**config.mk**
```make
export PLATFORM = sky130hd
export DESIGN_NAME = fetch_decode_stage
export DESIGN_NICKNAME = d
export VERILOG_FILES = /design/src/rtl/pipeline_pkg.sv /design/src/rtl/fetch_skid_buffer.sv /design/src/rtl/fetch_decode_stage.sv
export SDC_FILE = /design/constraint.sdc
export NUM_CORES = 1
export LEC_CHECK = 0
export CAP_MARGIN = 40
export CORE_MARGIN = 1.5
export CORE_UTILIZATION = 40
export CTS_CLUSTER_DIAMETER = 100
export CTS_CLUSTER_SIZE = 10
export DETAILED_ROUTE_END_ITERATION = 10
export GPL_TIMING_DRIVEN = 0
export HOLD_SLACK_MARGIN = 0.06
export MAX_ROUTING_LAYER = met4
export PLACE_DENSITY = 0.81
export SYNTH_ARGS = -nofsm -noshare
export SYNTH_HDL_FRONTEND = slang
export SYNTH_SLANG_ARGS = --single-unit
```
**constraint.sdc**
```tcl
create_clock -name clk -period 2.8 [get_ports clk]
set_input_delay 0.56 -clock clk [delete_from_list [all_inputs] [get_ports clk]]
set_output_delay 0.56 -clock clk [all_outputs]
set_load 0.01 [all_outputs]
```
**src/rtl/pipeline_pkg.sv**
```systemverilog
// Shared pipeline definitions: fetch FSM state encoding plus the opcode and
// bubble constants used by fetch and decode.
package pipeline_pkg;

    typedef enum logic [1:0] {
        FETCH   = 2'd0,
        HOLD    = 2'd1,
        DISCARD = 2'd2,
        HALTED  = 2'd3
    } fetch_state_t;

    localparam logic [3:0]  OPC_HLT   = 4'hF;
    localparam logic [15:0] NOP_INSTR = 16'h0000;

endpackage

```
**src/rtl/fetch_skid_buffer.sv**
```systemverilog
// One-entry skid buffer for an instruction word returned while decode stalls.
// Ports:
//   clk, rst_n         clock, asynchronous active-low reset
//   load, load_data    capture a word (sets full)
//   clear              drop contents (highest priority)
//   take               consume contents (clears full)
//   data, full         buffered word and occupancy flag
module fetch_skid_buffer (
    input  logic        clk,
    input  logic        rst_n,
    input  logic        load,
    input  logic [15:0] load_data,
    input  logic        clear,
    input  logic        take,
    output logic [15:0] data,
    output logic        full
);

    logic [15:0] data_q, data_d;
    logic        full_q, full_d;

    always_comb begin
        data_d = data_q;
        full_d = full_q;
        if (clear) begin
            full_d = 1'b0;
        end else if (load) begin
            data_d = load_data;
            full_d = 1'b1;
        end else if (take) begin
            full_d = 1'b0;
        end
    end

    always_ff @(posedge clk or negedge rst_n) begin
        if (!rst_n) begin
            data_q <= '0;
            full_q <= 1'b0;
        end else begin
            data_q <= data_d;
            full_q <= full_d;
        end
    end

    assign data = data_q;
    assign full = full_q;

endmodule

```
**src/rtl/fetch_decode_stage.sv**
```systemverilog
// Fetch stage: owns the PC, issues requests to a multi-cycle instruction
// memory and holds the fetched word plus PC+2 in the IF/ID register.
// Ports:
//   clk, rst                 clock, asynchronous active-low reset
//   stall                    hold IF/ID and PC (load-use hazard)
//   flush, branch_target     squash IF/ID and redirect the PC
//   imem_req, imem_addr      fetch request / address (addr == pc)
//   imem_rdata, imem_valid   memory response
//   ifid_instr, ifid_pc_plus2, ifid_valid   IF/ID register
//   pc                       current fetch PC
//   halted                   fetch stopped on HLT
module fetch_decode_stage #(
    parameter logic [15:0] RESET_PC  = 16'h0000,
    parameter logic [3:0]  HALT_OPC  = pipeline_pkg::OPC_HLT,
    parameter logic [15:0] NOP_INSTR = pipeline_pkg::NOP_INSTR
) (
    input  logic        clk,
    input  logic        rst,
    input  logic        stall,
    input  logic        flush,
    input  logic [15:0] branch_target,
    output logic        imem_req,
    output logic [15:0] imem_addr,
    input  logic [15:0] imem_rdata,
    input  logic        imem_valid,
    output logic [15:0] ifid_instr,
    output logic [15:0] ifid_pc_plus2,
    output logic        ifid_valid,
    output logic [15:0] pc,
    output logic        halted
);

    import pipeline_pkg::*;

    fetch_state_t state_q, state_d;
    logic [15:0]  pc_q, pc_d;
    logic [15:0]  ifid_instr_q, ifid_instr_d;
    logic [15:0]  ifid_pc_plus2_q, ifid_pc_plus2_d;
    logic         ifid_valid_q, ifid_valid_d;
    logic         halted_q, halted_d;

    logic [15:0]  pc_plus2;
    logic         cap_en;
    logic [15:0]  cap_word;
    logic         skid_load, skid_clear, skid_take;
    logic [15:0]  skid_data;
    logic         skid_full;

    assign pc_plus2 = pc_q + 16'd2;

    always_comb begin
        state_d         = state_q;
        pc_d            = pc_q;
        ifid_instr_d    = ifid_instr_q;
        ifid_pc_plus2_d = ifid_pc_plus2_q;
        ifid_valid_d    = ifid_valid_q;
        cap_en          = 1'b0;
        cap_word        = imem_rdata;
        skid_load       = 1'b0;
        skid_clear      = 1'b0;
        skid_take       = 1'b0;

        if (flush) begin
            pc_d         = {branch_target[15:1], 1'b0};
            ifid_instr_d = NOP_INSTR;
            ifid_valid_d = 1'b0;
            skid_clear   = 1'b1;
            // A request still in flight (including a stale one already being
            // discarded) must have its response dropped before refetching.
            if ((state_q == FETCH || state_q == DISCARD) && !imem_valid)
                state_d = DISCARD;
            else
                state_d = FETCH;
        end else begin
            unique case (state_q)
                FETCH: begin
                    if (imem_valid && !stall) begin
                        cap_en = 1'b1;
                    end else if (imem_valid && stall) begin
                        skid_load = 1'b1;
                        state_d   = HOLD;
                    end else if (!stall) begin
                        ifid_valid_d = 1'b0;
                    end
                end
                HOLD: begin
                    if (!stall) begin
                        cap_en    = 1'b1;
                        cap_word  = skid_data;
                        skid_take = 1'b1;
                    end
                end
                DISCARD: begin
                    if (imem_valid)
                        state_d = FETCH;
                end
                HALTED: begin
                    if (!stall)
                        ifid_valid_d = 1'b0;
                end
            endcase
        end

        // Shared capture path for a fresh response or a drained skid entry.
        if (cap_en) begin
            ifid_instr_d    = cap_word;
            ifid_pc_plus2_d = pc_plus2;
            ifid_valid_d    = 1'b1;
            if (cap_word[15:12] == HALT_OPC) begin
                state_d = HALTED;
            end else begin
                pc_d    = pc_plus2;
                state_d = FETCH;
            end
        end

        halted_d = (state_d == HALTED);
    end

    always_ff @(posedge clk or negedge rst) begin
        if (!rst) begin
            state_q         <= FETCH;
            pc_q            <= {RESET_PC[15:1], 1'b0};
            ifid_instr_q    <= NOP_INSTR;
            ifid_pc_plus2_q <= '0;
            ifid_valid_q    <= 1'b0;
            halted_q        <= 1'b0;
        end else begin
            state_q         <= state_d;
            pc_q            <= pc_d;
            ifid_instr_q    <= ifid_instr_d;
            ifid_pc_plus2_q <= ifid_pc_plus2_d;
            ifid_valid_q    <= ifid_valid_d;
            halted_q        <= halted_d;
        end
    end

    fetch_skid_buffer u_skid (
        .clk       (clk),
        .rst_n     (rst),
        .load      (skid_load),
        .load_data (imem_rdata),
        .clear     (skid_clear),
        .take      (skid_take),
        .data      (skid_data),
        .full      (skid_full)
    );

    // Occupancy is implied by the HOLD state; the flag is kept for debug.
    logic skid_full_unused;
    assign skid_full_unused = skid_full;

    assign imem_req      = (state_q == FETCH) || (state_q == DISCARD);
    assign imem_addr     = pc_q;
    assign pc            = pc_q;
    assign ifid_instr    = ifid_instr_q;
    assign ifid_pc_plus2 = ifid_pc_plus2_q;
    assign ifid_valid    = ifid_valid_q;
    assign halted        = halted_q;

endmodule

```
==> impl_summary.md <==
Clock network
Counting the buffers created by CTS gives 9. Clock tree synthesis found a total of 68 sinks. Once the clock tree was built, the setup fixing pass inserted 0 buffers. The clock slew seen by the registers of the worst setup and hold paths is 70 ps. The later pin in the worst-skew pair is clocked with a latency of 340 ps. Once the clock tree was built, the resizer swapped 0 gates to a different size. TritonCTS built the clock tree. The number of hold buffers added after CTS is 0. The buffer levels on the longest clock path is 2.

The deepest level of the CTS H-tree is 3. In this run the clock root is driven by a clkbuf_8.

Synth
Synthesis handed over a netlist of 341 instances. The synthesized netlist occupies a cell area of 3506 um^2. For this run, asynchronously set or reset flops after synthesis account for 100.0%. In the post-synthesis netlist, the biggest area contributors are dfrtp_1 (49%), mux2_2 (6.1%), nor2_1 (5.0%). In this run the biggest area consumer among cell types represents 48.54% of the synthesized area. In the synthesized netlist the dominant register cell turns out to be dfrtp_1.

The count of synthesis-stage warnings from yosys is 0. The dominant cell type by area after synthesis is dfrtp_1. The flip-flop and latch count after synthesis is 68. The synthesized area divided by synthesized cell count is 10.28 um^2. The sequential cell area fraction in the yosys report is 48.54%. Synthesis produced a netlist with a net count of 382.

The synthesized netlist contains 43 unique library cells. Counting flops with a built-in enable in the synthesized netlist gives 0.

Pwr
The maximum vdd drop is 0.3421 mV. The net switching fraction of the power is 30.68%. The analysis attributes to cell leakage a power of 2.028 nW. The clock group share of total power is 25.7%. The analysis attributes to net switching a power of 0.9940 mW.

Dividing total power by cell area gives a power density of 668.3 nW/um^2. Of the total power, registers draw 42.8%. The design internal power is 2.246 mW.

In this run, the combinational gates consume 31.5% of the power.

Die
The floorplan step defined a core boundary enclosing 8341 um^2. Once the floorplan was initialized, standard cells occupied 42.03% of the core. The die covers 9335 um^2. The die outline width is 96.62 um. The die is 96.62 um tall. The I/O pin total is 104.

The floorplan has 33 rows.

Place
The quantity of I/O buffers inserted on ports is 101. The HPWL after detailed placement is 6727 um. Once placement completed, the tool counted placed cells totaling 547. Routability-driven placement finished with a final weighted congestion of 0.8922.

GRT
The number of global-route vias before repair is 3243. The overflow left after global routing is 0. The pin count of the biggest net entering global routing is 69. The first global-routing pass estimated 15500 um of wire. The number of antenna violations at the first check in global routing is 0. In the global route stage, overall resource usage came out at 21.12%.

Critical path
The endpoint arrival time on the critical path is 2830 ps. Data on the critical path is required at its endpoint by 3080 ps. The setup check on the worst reg-to-reg path leaves a slack of 290 ps. The worst setup path is captured at a flop. The top fanout value on the critical path is 10. The category of the critical setup timing path is in -> reg. STA classifies the critical path startpoint as an input port. The source of the worst register-to-register timing path is state_q[1]. Tracing the worst setup path back leads to its startpoint at imem_valid. The endpoint of the lowest-slack register-to-register path is imem_addr[8]. The number of cells traversed by the worst register-to-register path is 8.

Timing
Setup repair after global routing left no endpoint under its margin. At the pin with the least slew margin, the transition time is 854.0 ps. The count of final max-slew check failures was 0. The final-report setup violation count is 0.

The worst slew margin relative to its limit is 43.07%. The worst path in the final design needs a cycle of 2557 ps, including I/O delays and setup. The worst path uses 91.32% of the clock period. The smallest hold slack is 322.6 ps. The total count of hold-check failures in the final report is 0.

The setup skew after layout is 8.194 ps. Derived from the worst setup path, the maximum achievable clock frequency is 391.1 MHz.

Routing
The final layout contains routed wiring with a total length of 9298 um. After the first detailed-routing iteration, the DRC count stood at 208. The remaining antenna violation count is 0. The count of unresolved DRC violations after routing is 0. The final route contains 3097 vias. The average detailed-routed wire length per instance is 16.52 um. After detailed routing, the number of vias per cell comes to 5.501. The first detailed-routing pass ran for 5 iterations.

Cells and area
The post-route netlist has 14.85% of its cells at a drive strength greater than 1. The number of standard cells in the final layout excluding fillers is 563. The antenna diode instance count is 0. From synthesis to final layout, the design area changed by 38.29%. The post-layout net count is 494. The filler cells instantiated in the layout total 715.

Status
The flow ran to the end, and the final reports show no timing, DRC or antenna violations.

Worst hold path
The classification of the worst-slack hold path is in -> async.

Run
The number of maximum-capacitance constraint violations is 0.
[worst max-delay path: stages]
cell and delay (ps):
clkdlybuf4s50_1 610, a21oi_1 210, nor2_1 230, clkbuf_1 490
clkbuf_1 460, nand4_1 150, nand3_1 120
[worst max-delay path by stage]
stage	slack [ps]	cells after the start	endpoint
2_1_floorplan	760	5	imem_addr[13]
3_3_place_gp	-1050	1	ifid_pc_plus2[8]
3_5_place_dp	-60	6	ifid_pc_plus2[9]
4_1_cts	280	6	ifid_pc_plus2[9]
5_1_grt	80	8	imem_addr[8]
6_report	240	7	imem_addr[9]
[cells in the final DEF (no fill, tap or decap), drive strengths merged, types with 2 or more instances in the layout]
cell / synthesis / final
clkdlybuf4s50: 0 / 100
dfrtp: 68 / 68
or2: 2 / 2
buf: 23 / 24
a21oi: 17 / 17
a2bb2oi: 2 / 2
nor4: 2 / 2
xor2: 4 / 4
a211oi: 16 / 16
nand3: 13 / 13
nand4: 8 / 8
mux2i: 17 / 17
nor3: 7 / 7
inv: 8 / 8
clkbuf: 14 / 26
o21ai: 6 / 6
xnor2: 9 / 9
nor2b: 3 / 3
a31oi: 11 / 11
ha: 4 / 4
o211ai: 2 / 2
a22oi: 2 / 2
clkinv: 1 / 3
o31ai: 7 / 7
nor2: 47 / 47
mux2: 19 / 19
or4: 9 / 9
nand2: 9 / 9
[synth_stat cells, drive strengths merged (2+ instances only)]
| master | count |
|---|---|
| nand3 | 13 |
| o21ai | 6 |
| or4 | 9 |
| inv | 8 |
| nand4 | 8 |
| a31oi | 11 |
| mux2i | 17 |
| xor2 | 4 |
| a211oi | 16 |
| or2 | 2 |
| o31ai | 7 |
| nand2 | 9 |
| nor2 | 47 |
| a2bb2oi | 2 |
| a21oi | 17 |
| clkbuf | 14 |
| xnor2 | 9 |
| nor3 | 7 |
| a22oi | 2 |
| nor2b | 3 |
| mux2 | 19 |
| ha | 4 |
| o211ai | 2 |
| dfrtp | 68 |
| buf | 23 |
| nor4 | 2 |
[cell families after synthesis]
kind of cell	count (synthesis)	synth area share, %
AOI/OAI and AO/OA	70	13.38
xor gates and xnor gates	13	3.248
adders and majority gates	4	1.428
buffers and inverters	46	6.959
DFF	68	48.54
muxes	36	10.96
and+or+nand+nor	104	15.49
[metrics by stage]
stage / worst slack [ps] / util, % / instance area [um^2] / power, mW / TNS (ps)
3_3_place_gp: -1049 / 55.73 / 4648 / 2.381 / -71010
2_1_floorplan: 760.4 / - / 3506 / 1.875 / 0
4_1_cts: 280.3 / 58.13 / 4848 / 3.259 / 0
6_report: 242.9 / 58.13 / 4848 / 3.240 / 0
3_5_place_dp: -63.92 / 55.70 / 4646 / 2.432 / -99.45
5_1_grt: 77.75 / 58.13 / 4848 / 3.416 / 0
[area by class of cell]
type                       instances  area (um^2)  area share, %
sequential                        68         1702          35.10
multi-input combinational        227         1560          32.18
timing repair buffer             101         1008          20.80
buffer                            37        210.2          4.335
clock buffer                      12        155.1          3.200
tap                              105        131.4          2.710
clock inverter                     4        47.55         0.9806
inverter                           9        33.78         0.6968
[metal layers]
metal / GRT usage [%] / wire (um) / vias to the layer above
met5: - / 0 / -
met4: 8.027 / 96 / 0
met2: 35.18 / 4669 / 133
met3: 4.335 / 640 / 11
li1: - / - / 1448
met1: 25.25 / 3891 / 1505
[state kept, by name (all words and copies together), names as in the netlist]
name           cells
imem_addr         16
u_skid.data       16
halted             1
ifid_pc_plus2     16
ifid_instr        16
state_q            2
ifid_valid         1
[power by group through the flow]
stage               logic (mW)  registers (mW)  clock network, mW
floorplan                0.439            1.44                  0
global placement         0.993            1.39                  0
detailed placement        1.03            1.40                  0
CTS                       1.03            1.39              0.841
global route              1.11            1.42              0.888
finish                    1.02            1.39              0.832
Power figures use the tool's default switching activity.
